===== src/rtl/lsu_mem_access_if.sv =====
// Word-wide data-memory request/response bus between the LSU and the memory.
interface lsu_mem_access_if;
    logic        mem_req;
    logic        mem_we;
    logic [29:0] mem_addr;
    logic [3:0]  mem_be;
    logic [31:0] mem_wdata;
    logic [31:0] mem_rdata;
    logic        mem_ready;

    modport master (
        output mem_req, mem_we, mem_addr, mem_be, mem_wdata,
        input  mem_rdata, mem_ready
    );

    modport slave (
        input  mem_req, mem_we, mem_addr, mem_be, mem_wdata,
        output mem_rdata, mem_ready
    );
endinterface


===== src/rtl/lsu_mem_access.sv =====
// Load/store access unit: legality check, byte-lane steering, load extension
// and a request/done handshake towards a variable-latency word memory.
module lsu_mem_access #(
    parameter int unsigned TIMEOUT = 16
) (
    input  logic                     clk,
    input  logic                     rst,
    input  logic                     start,
    input  logic                     DMWr,
    input  logic [2:0]               DMCtrl,
    input  logic [31:0]              Address,
    input  logic [31:0]              DataWr,
    output logic [31:0]              DataRd,
    output logic                     busy,
    output logic                     done,
    output logic                     err,
    lsu_mem_access_if.master         mem
);

    localparam logic [7:0] TimeoutLast = 8'(TIMEOUT - 1);

    typedef enum logic [1:0] {StIdle, StAccess, StResp} state_e;

    state_e      state_q, state_d;
    logic [7:0]  cnt_q, cnt_d;
    logic        err_pending_q, err_pending_d;
    logic        we_q;
    logic [2:0]  ctrl_q;
    logic [1:0]  off_q;
    logic [29:0] addr_q;
    logic [3:0]  be_q;
    logic [31:0] wdata_q;
    logic [31:0] datard_q;
    logic        busy_q, done_q, err_q, req_q;

    logic        legal;
    logic        capture;
    logic        load_upd;
    logic [3:0]  be_new;
    logic [31:0] wdata_new;
    logic [31:0] lane;
    logic [31:0] load_ext;

    // Decide whether the requested access may reach memory at all.
    always_comb begin
        legal = 1'b0;
        case (DMCtrl)
            3'b000, 3'b100: legal = 1'b1;
            3'b001, 3'b101: legal = ~Address[0];
            3'b010:         legal = (Address[1:0] == 2'b00);
            default:        legal = 1'b0;
        endcase
        // Unsigned variants only make sense for loads.
        if (DMWr && DMCtrl[2]) begin
            legal = 1'b0;
        end
    end

    // Byte enables and lane-replicated store data for the incoming access.
    always_comb begin
        be_new    = 4'b1111;
        wdata_new = DataWr;
        case (DMCtrl[1:0])
            2'b00: begin
                be_new    = 4'b0001 << Address[1:0];
                wdata_new = {4{DataWr[7:0]}};
            end
            2'b01: begin
                be_new    = 4'b0011 << Address[1:0];
                wdata_new = {2{DataWr[15:0]}};
            end
            default: begin
                be_new    = 4'b1111;
                wdata_new = DataWr;
            end
        endcase
    end

    // Shift the addressed lane down and sign/zero-extend it.
    always_comb begin
        lane     = mem.mem_rdata >> {off_q, 3'b000};
        load_ext = lane;
        case (ctrl_q)
            3'b000:  load_ext = {{24{lane[7]}}, lane[7:0]};
            3'b100:  load_ext = {24'h0, lane[7:0]};
            3'b001:  load_ext = {{16{lane[15]}}, lane[15:0]};
            3'b101:  load_ext = {16'h0, lane[15:0]};
            default: load_ext = lane;
        endcase
    end

    // Next-state logic for the access FSM and its wait counter.
    always_comb begin
        state_d       = state_q;
        cnt_d         = cnt_q;
        err_pending_d = err_pending_q;
        capture       = 1'b0;
        load_upd      = 1'b0;
        case (state_q)
            StIdle: begin
                if (start) begin
                    if (legal) begin
                        state_d       = StAccess;
                        cnt_d         = 8'd0;
                        err_pending_d = 1'b0;
                        capture       = 1'b1;
                    end else begin
                        state_d       = StResp;
                        err_pending_d = 1'b1;
                    end
                end
            end
            StAccess: begin
                cnt_d = cnt_q + 8'd1;
                // A response in the last allowed cycle still counts as success.
                if (mem.mem_ready) begin
                    state_d       = StResp;
                    err_pending_d = 1'b0;
                    load_upd      = ~we_q;
                end else if (cnt_q == TimeoutLast) begin
                    state_d       = StResp;
                    err_pending_d = 1'b1;
                end
            end
            StResp: begin
                state_d = StIdle;
            end
            default: begin
                state_d = StIdle;
            end
        endcase
    end

    // State, captured request fields and registered outputs.
    always_ff @(posedge clk) begin
        if (rst) begin
            state_q       <= StIdle;
            cnt_q         <= 8'd0;
            err_pending_q <= 1'b0;
            we_q          <= 1'b0;
            ctrl_q        <= 3'b000;
            off_q         <= 2'b00;
            addr_q        <= 30'd0;
            be_q          <= 4'b0000;
            wdata_q       <= 32'd0;
            datard_q      <= 32'd0;
            busy_q        <= 1'b0;
            done_q        <= 1'b0;
            err_q         <= 1'b0;
            req_q         <= 1'b0;
        end else begin
            state_q       <= state_d;
            cnt_q         <= cnt_d;
            err_pending_q <= err_pending_d;
            if (capture) begin
                we_q    <= DMWr;
                ctrl_q  <= DMCtrl;
                off_q   <= Address[1:0];
                addr_q  <= Address[31:2];
                be_q    <= be_new;
                wdata_q <= wdata_new;
            end
            if (load_upd) begin
                datard_q <= load_ext;
            end
            busy_q <= (state_d != StIdle);
            done_q <= (state_d == StResp);
            err_q  <= (state_d == StResp) && err_pending_d;
            req_q  <= (state_d == StAccess);
        end
    end

    assign DataRd        = datard_q;
    assign busy          = busy_q;
    assign done          = done_q;
    assign err           = err_q;
    assign mem.mem_req   = req_q;
    assign mem.mem_we    = we_q;
    assign mem.mem_addr  = addr_q;
    assign mem.mem_be    = be_q;
    assign mem.mem_wdata = wdata_q;

endmodule


===== src/flat_wrapper.sv =====
// flat-port wrapper written by rule: the top's interface ports become plain ports
module lsu_mem_access_flat 
#(
    parameter int unsigned TIMEOUT = 16
)
  (clk, rst, start, DMWr, DMCtrl, Address, DataWr, DataRd, busy, done, err, mem_mem_req, mem_mem_we, mem_mem_addr, mem_mem_be, mem_mem_wdata, mem_mem_rdata, mem_mem_ready);
  lsu_mem_access_if mem_i ();
  input  logic clk;
  input  logic rst;
  input  logic start;
  input  logic DMWr;
  input  logic [2:0] DMCtrl;
  input  logic [31:0] Address;
  input  logic [31:0] DataWr;
  output logic [31:0] DataRd;
  output logic busy;
  output logic done;
  output logic err;
  output wire logic [$bits(mem_i.mem_req)-1:0] mem_mem_req;
  output wire logic [$bits(mem_i.mem_we)-1:0] mem_mem_we;
  output wire logic [$bits(mem_i.mem_addr)-1:0] mem_mem_addr;
  output wire logic [$bits(mem_i.mem_be)-1:0] mem_mem_be;
  output wire logic [$bits(mem_i.mem_wdata)-1:0] mem_mem_wdata;
  input wire logic [$bits(mem_i.mem_rdata)-1:0] mem_mem_rdata;
  input wire logic [$bits(mem_i.mem_ready)-1:0] mem_mem_ready;
  assign mem_mem_req = mem_i.mem_req;
  assign mem_mem_we = mem_i.mem_we;
  assign mem_mem_addr = mem_i.mem_addr;
  assign mem_mem_be = mem_i.mem_be;
  assign mem_mem_wdata = mem_i.mem_wdata;
  assign mem_i.mem_rdata = mem_mem_rdata;
  assign mem_i.mem_ready = mem_mem_ready;
  lsu_mem_access #(.TIMEOUT(TIMEOUT)) u_core (.clk(clk), .rst(rst), .start(start), .DMWr(DMWr), .DMCtrl(DMCtrl), .Address(Address), .DataWr(DataWr), .DataRd(DataRd), .busy(busy), .done(done), .err(err), .mem(mem_i));
endmodule

===== config.mk =====
export PLATFORM = sky130hd
export DESIGN_NAME = lsu_mem_access_flat
export DESIGN_NICKNAME = d
export VERILOG_FILES = /design/src/rtl/lsu_mem_access_if.sv /design/src/rtl/lsu_mem_access.sv /design/src/flat_wrapper.sv
export SDC_FILE = /design/constraint.sdc
export NUM_CORES = 1
export LEC_CHECK = 0
export CORE_MARGIN = 4
export CORE_UTILIZATION = 35
export DETAILED_ROUTE_END_ITERATION = 12
export PLACE_DENSITY = 0.69
export RECOVER_POWER = 50
export SYNTH_ARGS = -nofsm -noshare
export SYNTH_HDL_FRONTEND = slang
export SYNTH_SLANG_ARGS = --single-unit
export TNS_END_PERCENT = 50

===== constraint.sdc =====
create_clock -name clk -period 1.7 [get_ports clk]
set_input_delay 0.17 -clock clk [delete_from_list [all_inputs] [get_ports clk]]
set_output_delay 0.17 -clock clk [all_outputs]
set_load 0.02 [all_outputs]

==> out/results.ini, run 1 <==
[timing]
finalCritPeriodShare_pct=95.78
clock_skew_ns=0.009041
setup_viol=0
worstMarginPinSlew_ns=0.4616
slew_violations=0
max_freq_ghz=0.6141
min_period_ns=1.628
whs_ns=0.1624
rsz0062_at_grt=no
slew_headroom_pct=69.11
hold_viol=0

[cts]
path_clk_slew_ns=0.05
numCtsBuffers=17
htreeDepth=4
clock_latency_ns=0.42
clock_sinks=118
tritoncts=yes
clockRootBuffer=clkbuf_16
post_cts_buffers=0
cts_buffer_depth=2

[worst_setup_path]
critPathTopFamily=buffers and inverters
cp-end-kind=output port
regToRegSetupSlack_ns=0.08
slowest_stage=dlygate4sd3_1
cp_data_arrival_time_ns=1.46
slowest_delay_ns=0.70
worst-path-buf-inv=1
critPathKind=reg2out
path_cells=dlygate4sd3_1
crit_fanout=2
start_kind=flip-flop
cp.required_ns=1.53

[run]
maxCapViolCount=0

[global_routing]
grt_max_degree=49
grt_pass1_wl_mm=26.86
antenna_found_initial=0
grt_usage_pct=20.05
overflow=0
grt_pass1_vias=5441

[layout]
layout_common_cells=147 x nand2_1, 131 x clkdlybuf4s50_1, 117 x dfxtp_1
drive_above_1_share_pct=13.18
layout.cells.most_common=nand2_1
n_antenna_cell=0
layout.nets=957
area_growth_pct=63.12
fin_area_mm2=0.008484

[logic_synthesis]
yosysUniqueCellTypes=48
synth_edf_count=0
synth_cells=624
yosys_warnings=0
ys.flop_type=dfxtp_1
yosysSeqAreaShare_pct=45.42
syn_area_per_cell_um2=8.335
syn_area_mm2=0.005201
ys_seq_elements=118
synth_async_sr_flop_share_pct=0
synth_nets=729

[power_and_ir_drop]
p_leak_uw=0.003249
power_frac_seq_pct=37.1
cellInternalPower_uw=6014
switching_share_pct=24.54
vdd_drop_max_mv=0.5785
clockPowerShare_pct=46.2
pwr-share-comb_pct=16.7
p_sw_uw=1956
power_density_mw_per_mm2=939.3

[floorplanning]
core_mm2=0.01453
core.rowCount=44
initial_utilization_pct=35.79
die_height_um=129.9
ios=207
die-area_mm2=0.01688
die_x_um=129.9

[place]
gp_congestion=0.8131
io_buffers=206
dpl_cell_area_mm2=0.007815
hpwl_mm=12.75

[drt]
wl_mm=17.01
wl_per_cell_um=16.22
drtIter0Drc=251
firstDrtPassIters=4
ant_nets=0
drcViolationCount=0
vias=5349
via_per_inst=5.099

[run_status]
outcome=finished clean

[min_path]
worst_hold_path_type=in2reg

-- synth_stat cells, types with 7 or more instances --
library cell / instances / area share, %
dfxtp_1: 118 / 45
o21ai_0: 13 / 1.3
o211ai_1: 16 / 2.3
mux2_2: 8 / 1.7
a211oi_1: 17 / 2.5
a311oi_1: 10 / 1.7
a211oi_2: 10 / 2.4
nand2_1: 147 / 11
nor2_1: 52 / 3.8
nor3_1: 16 / 1.5
mux2i_1: 32 / 6.2
a21oi_1: 78 / 7.5
buf_2: 18 / 1.7
clkbuf_1: 25 / 1.8
o2bb2ai_1: 7 / 1.2
nand3_1: 7 / 0.67
-- what timing repair did --
| action | CTS | global route |
|---|---|---|
| setup endpoints to repair | 0 | 27 |
| endpoints found under the hold margin | 0 | 0 |
| hold buffers | 0 | 0 |
| resized for setup | 0 | 8 |
-- metrics by stage --
| step | util, % | setup WS, ns | power [uW] | setup TNS (ns) | instances |
|---|---|---|---|---|---|
| 2_1_floorplan | - | 0.07885 | 3614 | 0 | 624 |
| 3_3_place_gp | 53.77 | -0.1525 | 4333 | -11.52 | 1015 |
| 3_5_place_dp | 53.77 | -0.2038 | 4361 | -15.41 | 1015 |
| 4_1_cts | 57.97 | 0.04244 | 8047 | 0 | 1047 |
| 5_1_grt | 58.38 | 0.001790 | 8292 | 0 | 1049 |
| 6_report | 58.38 | 0.07168 | 7969 | 0 | 1049 |
-- final timing paths --
| check | start | endpoint | cells after the start |
|---|---|---|---|
| max | u_core.mem.mem_wdata[12]$_SDFFE_PP0P_ | mem_mem_wdata[12] | 1 |
| min | rst | u_core.cnt_q[1]$_SDFFE_PP0P_ | 2 |
| max reg2reg | u_core.off_q[0]$_SDFFE_PP0P_ | u_core.DataRd[22]$_SDFFE_PP0P_ | 5 |
| min reg2reg | u_core.mem.mem_addr[7]$_SDFFE_PP0P_ | u_core.mem.mem_addr[7]$_SDFFE_PP0P_ | 2 |
-- logic make-up after synthesis --
logic type                 count (synthesis)  synth area share [%]
AOI/OAI and AO/OA                        165                 21.05
xor gates and xnor gates                   1                0.1684
muxes                                     41                 8.323
adders and majority gates                  1                0.2405
and+or+nand+nor                          245                 19.97
buffers and inverters                     53                 4.835
DFF                                      118                 45.42
-- layer usage --
| layer | part of all wire, % | GRT usage (%) | up-vias |
|---|---|---|---|
| met5 | 0 | 0 | - |
| met4 | 1.7 | 6.418 | 0 |
| met3 | 8.0 | 6.754 | 24 |
| met2 | 51 | 35.46 | 180 |
| met1 | 39 | 22.78 | 2507 |
| li1 | - | - | 2638 |
-- flip-flops by register name, indices dropped and copies added, names as in the netlist --
register              cells
u_core.DataRd            32
u_core.busy               1
u_core.cnt_q              8
u_core.ctrl_q             3
u_core.done               1
u_core.err                1
u_core.mem.mem_addr      30
u_core.mem.mem_be         4
u_core.mem.mem_req        1
u_core.mem.mem_wdata     32
u_core.mem.mem_we         1
u_core.off_q              2
u_core.state_q            2
-- cell type report --
type / count / area, um^2
well taps: 184 / 230.2
inverters: 3 / 11.26
repair buffers: 259 / 2645
fillers: 1302 / 6050
clock inverters: 9 / 122.6
multi-input cells: 453 / 2621
clock buffers: 23 / 488.0
flip-flops and latches: 118 / 2366
-- power by group through the flow --
stage | clock network (uW) | logic, uW | registers (uW)
final | 3680 | 1330 | 2960
after global routing | 3890 | 1430 | 2970
after CTS | 3740 | 1350 | 2960
after detailed placement | 0 | 1340 | 3020
after global placement | 0 | 1320 | 3010
after floorplan | 0 | 462 | 3150
(Power assumes the default switching activity.)
==> inputs of run 2 (changes only) <==
--- a/config.mk
+++ b/config.mk
@@ -8,7 +8,7 @@
 export CORE_MARGIN = 4
 export CORE_UTILIZATION = 35
 export DETAILED_ROUTE_END_ITERATION = 12
-export PLACE_DENSITY = 0.69
+export PLACE_DENSITY = 0.67
 export RECOVER_POWER = 50
 export SYNTH_ARGS = -nofsm -noshare
 export SYNTH_HDL_FRONTEND = slang
==> constraint.sdc (replaced) <==
create_clock -name clk -period 1.5 [get_ports clk]
set_input_delay 0.15 -clock clk [delete_from_list [all_inputs] [get_ports clk]]
set_output_delay 0.15 -clock clk [all_outputs]
set_load 0.02 [all_outputs]
==> out/results.ini, run 2 (synthesized netlist as in run 1, its figures left out) <==
[worst_setup_path]
path_cells=mux4_2 > a2bb2oi_2 > a21oi_4 > buf_12 > a211oi_1
critPathKind=reg2reg
cp_data_arrival_time_ns=1.88  ; +0.42 ns
start_kind=flip-flop
slowest_stage=mux4_2
worst-path-buf-inv=1  ; unchanged
cp-end-kind=flip-flop
cp.required_ns=1.79  ; +0.26 ns
reg2reg_to=u_core.DataRd[18]$_SDFFE_PP0P_
crit_fanout=16  ; +14
critPathTopFamily=multiplexers
r2r_start=u_core.off_q[0]$_SDFFE_PP0P_
slowest_delay_ns=0.54  ; -0.16 ns
regToRegSetupSlack_ns=-0.09  ; -0.17 ns
reg2regPathDepth=5  ; unchanged

[floorplanning]
die-area_mm2=0.01688  ; unchanged
die_height_um=129.9  ; unchanged
ios=207  ; unchanged
core_mm2=0.01453  ; unchanged
die_x_um=129.9  ; unchanged
core.rowCount=44  ; unchanged
initial_utilization_pct=35.79  ; unchanged

[layout]
finish.utilization_pct=61.88  ; +3.5 points
layout_common_cells=118 x nand2_1, 112 x dfxtp_1, 99 x dlygate4sd2_1
multiInputGateArea_mm2=0.003003  ; +15%
ff_latch_area_mm2=0.002370  ; +0.16%
drive_above_1_share_pct=23.09  ; +9.9 points
layout.cells.most_common=nand2_1
layout.nets=973  ; +1.7%
fill_cells=1263  ; -3.0%
area_growth_pct=72.91
fin_area_mm2=0.008994  ; +6.0%
n_antenna_cell=0  ; unchanged

[timing]
clock_skew_ns=0.006762  ; -0.002279 ns
whs_ns=0.1783  ; +0.01592 ns
worst_slack_ns=-0.08910  ; -0.1608 ns
setup_viol=60  ; +60
rsz0062_at_grt=yes
slew_violations=0  ; unchanged
slew_headroom_pct=70.13  ; +1.0 points
worstMarginPinSlew_ns=0.4481  ; -0.01348 ns
max_freq_ghz=0.6293
min_period_ns=1.589
finalCritPeriodShare_pct=105.9
hold_viol=0  ; unchanged
setup_tns_ns=-2.485  ; -2.485 ns

[global_routing]
grt_pass1_vias=5291  ; -2.8%
overflow=0  ; unchanged
grt_usage_pct=20.16  ; +0.11 points
antenna_found_initial=0  ; unchanged
grt_max_degree=36  ; -27%
grt_pass1_wl_mm=26.92  ; +0.20%

[place]
gp_congestion=0.8023  ; -1.3%
dpl_cell_area_mm2=0.007769  ; -0.59%
io_buffers=206  ; unchanged
hpwl_mm=12.58  ; -1.3%

[power_and_ir_drop]
power_density_mw_per_mm2=969.9  ; +3.3%
vdd_drop_max_mv=0.7167  ; +24%
p_leak_uw=0.003756  ; +16%

[cts]
clock_latency_ns=0.41  ; about the same
clock_sinks=118  ; unchanged
cts_buffer_depth=2  ; unchanged
clockRootBuffer=clkbuf_16
tritoncts=yes
hold_buffers=0  ; unchanged
htreeDepth=4  ; unchanged
path_clk_slew_ns=0.05  ; about the same
numCtsBuffers=17  ; unchanged

[drt]
drcViolationCount=0  ; unchanged
drtIter0Drc=337  ; +34%
vias=5518  ; +3.2%
wl_mm=18.77  ; +10%
ant_nets=0  ; unchanged
via_per_inst=5.191  ; +1.8%
firstDrtPassIters=4  ; unchanged
wl_per_cell_um=17.66  ; +8.9%

[run_status]
violations=negative setup slack
outcome=finished, violations left

[min_path]
worst_hold_path_type=in2reg
hold_start=rst
worstHoldPathCells=2  ; unchanged
min_to=u_core.off_q[0]$_SDFFE_PP0P_

[run]
maxCapViolCount=0  ; unchanged

-- run 2: cell types whose count changed in the layout (fill, tap and decap cells not counted), sizes merged, moves of 4 or more --
cell	before	now
dlygate4sd2	0	99
dlymetal6s2s	0	4
buf	50	57
clkbuf	28	43
clkdlybuf4s50	131	98
dlygate4sd3	73	0
-- run 2: what timing repair did --
item                                    CTS  global route
pin swaps                                 0            47
setup buffers                             0             7
endpoints found under the setup margin  142            98
gates resized for setup                 104           117
gates cloned                              2            13
-- run 2: worst max path at each step --
stage                                      start                                    end  slack, ns  cells past startpoint
detailed placement                     DMCtrl[0]    u_core.mem.mem_addr[8]$_SDFFE_PP0P_      -0.39                      7
global placement                   mem_mem_ready         u_core.DataRd[14]$_SDFFE_PP0P_      -0.34                      5
global route        u_core.state_q[1]$_SDFF_PP0_  u_core.mem.mem_wdata[31]$_SDFFE_PP0P_      -0.15                      7
finish              u_core.off_q[0]$_SDFFE_PP0P_         u_core.DataRd[18]$_SDFFE_PP0P_      -0.09                      5
CTS                 u_core.off_q[0]$_SDFFE_PP0P_         u_core.DataRd[18]$_SDFFE_PP0P_      -0.09                      5
floorplan           u_core.off_q[0]$_SDFFE_PP0P_         u_core.DataRd[24]$_SDFFE_PP0P_      -0.07                      5
-- run 2: cell type report --
class,instances,area share (%)
clock inverter,3,0.1948
timing repair buffer,274,31.68
tap,184,2.560
clock buffer,27,5.704
multi-input combinational,454,33.39
inverter,3,0.1252
sequential,118,26.35
-- run 2: power breakdown --
part           internal (uW)  switching, uW  total (uW)
combinational            834            858        1690
sequential              3280           83.3        3370
clock                   2310           1360        3670
total                   6420           2300        8720
-- run 2: metal layers --
layer / GRT usage (%) / share of wire [%] / vias up / wire length, um
li1: - / - / 2668 / -
met3: 6.222 / 7.4 / 44 / 1382
met5: 0 / 0 / - / 0
met2: 33.58 / 49 / 193 / 9274
met4: 9.291 / 3.4 / 0 / 643
met1: 23.82 / 40 / 2613 / 7473
-- run 2: worst register-to-register path: cells and delay by family, from the launching register on --
family	cells	cell delay [ns]
muxes	1	0.55
AOI/OAI and AO/OA	3	0.41
DFF	1	0.34
buffers and inverters	1	0.17
-- run 2: per-stage QoR --
step | setup WS (ns) | std cells | total power (uW)
after floorplan | -0.06603 | 624 | 4100
after global routing | -0.1500 | 1063 | 9055
after global placement | -0.3421 | 1011 | 4892
after detailed placement | -0.3885 | 1011 | 4919
after CTS | -0.09168 | 1043 | 8530
final | -0.08910 | 1063 | 8723
==> inputs of run 3 (changes only) <==
--- a/config.mk
+++ b/config.mk
@@ -8,7 +8,7 @@
 export CORE_MARGIN = 4
 export CORE_UTILIZATION = 35
 export DETAILED_ROUTE_END_ITERATION = 12
-export PLACE_DENSITY = 0.67
+export PLACE_DENSITY = 0.69
 export RECOVER_POWER = 50
 export SYNTH_ARGS = -nofsm -noshare
 export SYNTH_HDL_FRONTEND = slang
==> constraint.sdc (replaced) <==
create_clock -name clk -period 1.45 [get_ports clk]
set_input_delay 0.145 -clock clk [delete_from_list [all_inputs] [get_ports clk]]
set_output_delay 0.145 -clock clk [all_outputs]
set_load 0.02 [all_outputs]
==> out/results.ini, run 3 (synthesized netlist as in run 1, its figures left out) <==
[timing]
slew_violations=0  ; unchanged
clock_skew_ns=0.006768  ; +0.000006630 ns
slew_headroom_pct=68.63  ; -1.5 points
setup_tns_ns=-6.675  ; -4.190 ns
worst_slack_ns=-0.1509  ; -0.06176 ns
rsz0062_at_grt=yes
setup_viol=97  ; +62%
worstMarginPinSlew_ns=0.4705  ; +0.02242 ns
max_freq_ghz=0.6247  ; -0.73%
min_period_ns=1.601  ; +0.01176 ns
hold_viol=0  ; unchanged
finalCritPeriodShare_pct=110.4  ; +4.5 points

[floorplanning]
ios=207  ; unchanged
die-area_mm2=0.01688  ; unchanged
core.rowCount=44  ; unchanged
initial_utilization_pct=35.79  ; unchanged
die_x_um=129.9  ; unchanged
core_mm2=0.01453  ; unchanged
die_height_um=129.9  ; unchanged

[min_path]
hold_start=rst
min_to=u_core.mem.mem_addr[29]$_SDFFE_PP0P_
worstHoldPathCells=2  ; unchanged
worst_hold_path_type=in2reg

[global_routing]
antenna_found_initial=2  ; +2
grt_usage_pct=21.55  ; +1.4 points
grt_max_degree=34  ; -5.6%
grt_pass1_wl_mm=28.43  ; +5.6%
grt_pass1_vias=5606  ; +6.0%
overflow=0  ; unchanged

[place]
io_buffers=206  ; unchanged
gp_congestion=0.8780  ; +9.4%
dp.cells=1017  ; +0.59%
hpwl_mm=12.86  ; +2.2%

[layout]
fin_cells=1071  ; +0.75%
layout_common_cells=115 x nand2_1, 114 x dfxtp_1, 104 x dlygate4sd2_1
drive_above_1_share_pct=24.07  ; +0.97 points
area_growth_pct=72.74  ; about the same
layout.cells.most_common=nand2_1
layout.nets=978  ; +0.51%

[cts]
hold_buffers=0  ; unchanged
clockRootBuffer=clkbuf_16
clock_sinks=118  ; unchanged
numCtsBuffers=17  ; unchanged
path_clk_slew_ns=0.05  ; about the same
cts_buffer_depth=2  ; unchanged
tritoncts=yes
htreeDepth=4  ; unchanged
clock_latency_ns=0.42  ; about the same

[run_status]
violations=negative setup slack
outcome=finished, violations left

[drt]
wl_mm=18.89  ; +0.63%
firstDrtPassIters=5  ; +1
via_per_inst=5.238  ; +0.91%
ant_nets=0  ; unchanged
wl_per_cell_um=17.64  ; -0.12%
drtIter0Drc=297  ; -12%
drcViolationCount=0  ; unchanged
vias=5610  ; +1.7%

[worst_setup_path]
start_kind=flip-flop
cp_common_cell=buf_12
cp.required_ns=1.79  ; about the same
cp-end-kind=flip-flop
critPathTopFamily=buffers and inverters
path_cells=buf_6 > nor3b_4 > o21a_4 > buf_8 > buf_12 > buf_12 > nand2_1 > a21oi_2
reg2reg_to=u_core.mem.mem_addr[21]$_SDFFE_PP0P_
reg2regPathDepth=8  ; +3
r2r_start=u_core.state_q[1]$_SDFF_PP0_
worst-path-buf-inv=4  ; +3
slowest_stage=dfxtp_2
crit_fanout=8  ; -8
critPathKind=reg2reg
slowest_delay_ns=0.32  ; -0.22 ns
regToRegSetupSlack_ns=-0.15  ; -0.06 ns
cp_data_arrival_time_ns=1.94  ; +0.06 ns

[power_and_ir_drop]
vdd_drop_max_mv=0.7799  ; +8.8%
power_density_mw_per_mm2=1030  ; +6.2%
p_leak_uw=0.003739  ; -0.46%
power.total_uw=9255  ; +6.1%

[run]
maxCapViolCount=0  ; unchanged

## run 3: worst max path at each step
stage / startpoint / endpoint / slack (ns) / cells after the start
global route: u_core.state_q[1]$_SDFF_PP0_ / u_core.mem.mem_wdata[25]$_SDFFE_PP0P_ / -0.23 / 7
finish: u_core.state_q[1]$_SDFF_PP0_ / u_core.mem.mem_addr[21]$_SDFFE_PP0P_ / -0.15 / 8
global placement: Address[0] / u_core.mem.mem_addr[12]$_SDFFE_PP0P_ / -0.42 / 8
CTS: u_core.off_q[0]$_SDFFE_PP0P_ / u_core.DataRd[18]$_SDFFE_PP0P_ / -0.13 / 5
floorplan: u_core.off_q[0]$_SDFFE_PP0P_ / u_core.DataRd[24]$_SDFFE_PP0P_ / -0.12 / 5
detailed placement: Address[0] / u_core.mem.mem_addr[13]$_SDFFE_PP0P_ / -0.51 / 8
## run 3: power by group
group | internal [uW] | switching, uW
sequential | 3390 | 91.7
combinational | 863 | 879
clock | 2590 | 1440
## run 3: what timing repair did
item,CTS,global route
endpoints found under the setup margin,211,113
cloned,12,2
buffers inserted,10,1
gates resized for setup,157,73
pin swaps,23,37
## run 3: per-stage QoR
stage / hold slack, ns / cell area, um^2 / utilization, % / worst slack, ns
3_5_place_dp: 0.4475 / 7807 / 53.72 / -0.5145
4_1_cts: 0.1386 / 8750 / 60.20 / -0.1325
5_1_grt: 0.1744 / 8985 / 61.82 / -0.2261
3_3_place_gp: 0.4414 / 7807 / 53.72 / -0.4233
2_1_floorplan: 0.2735 / 5216 / - / -0.1160
6_report: 0.1698 / 8985 / 61.82 / -0.1509
## run 3: final cells by class
class                   count  area [um^2]
repair buffers            279         2826
flip-flops and latches    118         2367
clock inverters             9        102.6
inverters                   3        11.26
well taps                 184        230.2
diodes                      2        5.005
multi-input cells         454         2978
fillers                  1190         5549
clock buffers              22        464.2
## run 3: routing by layer
layer  GRT usage [%]  part of all wire, %  vias to the layer above
met5               0                    0                        -
li1                -                    -                     2680
met2           36.28                   51                      216
met1           24.09                   38                     2663
met4           11.43                  3.6                        0
met3           7.368                  7.7                       51
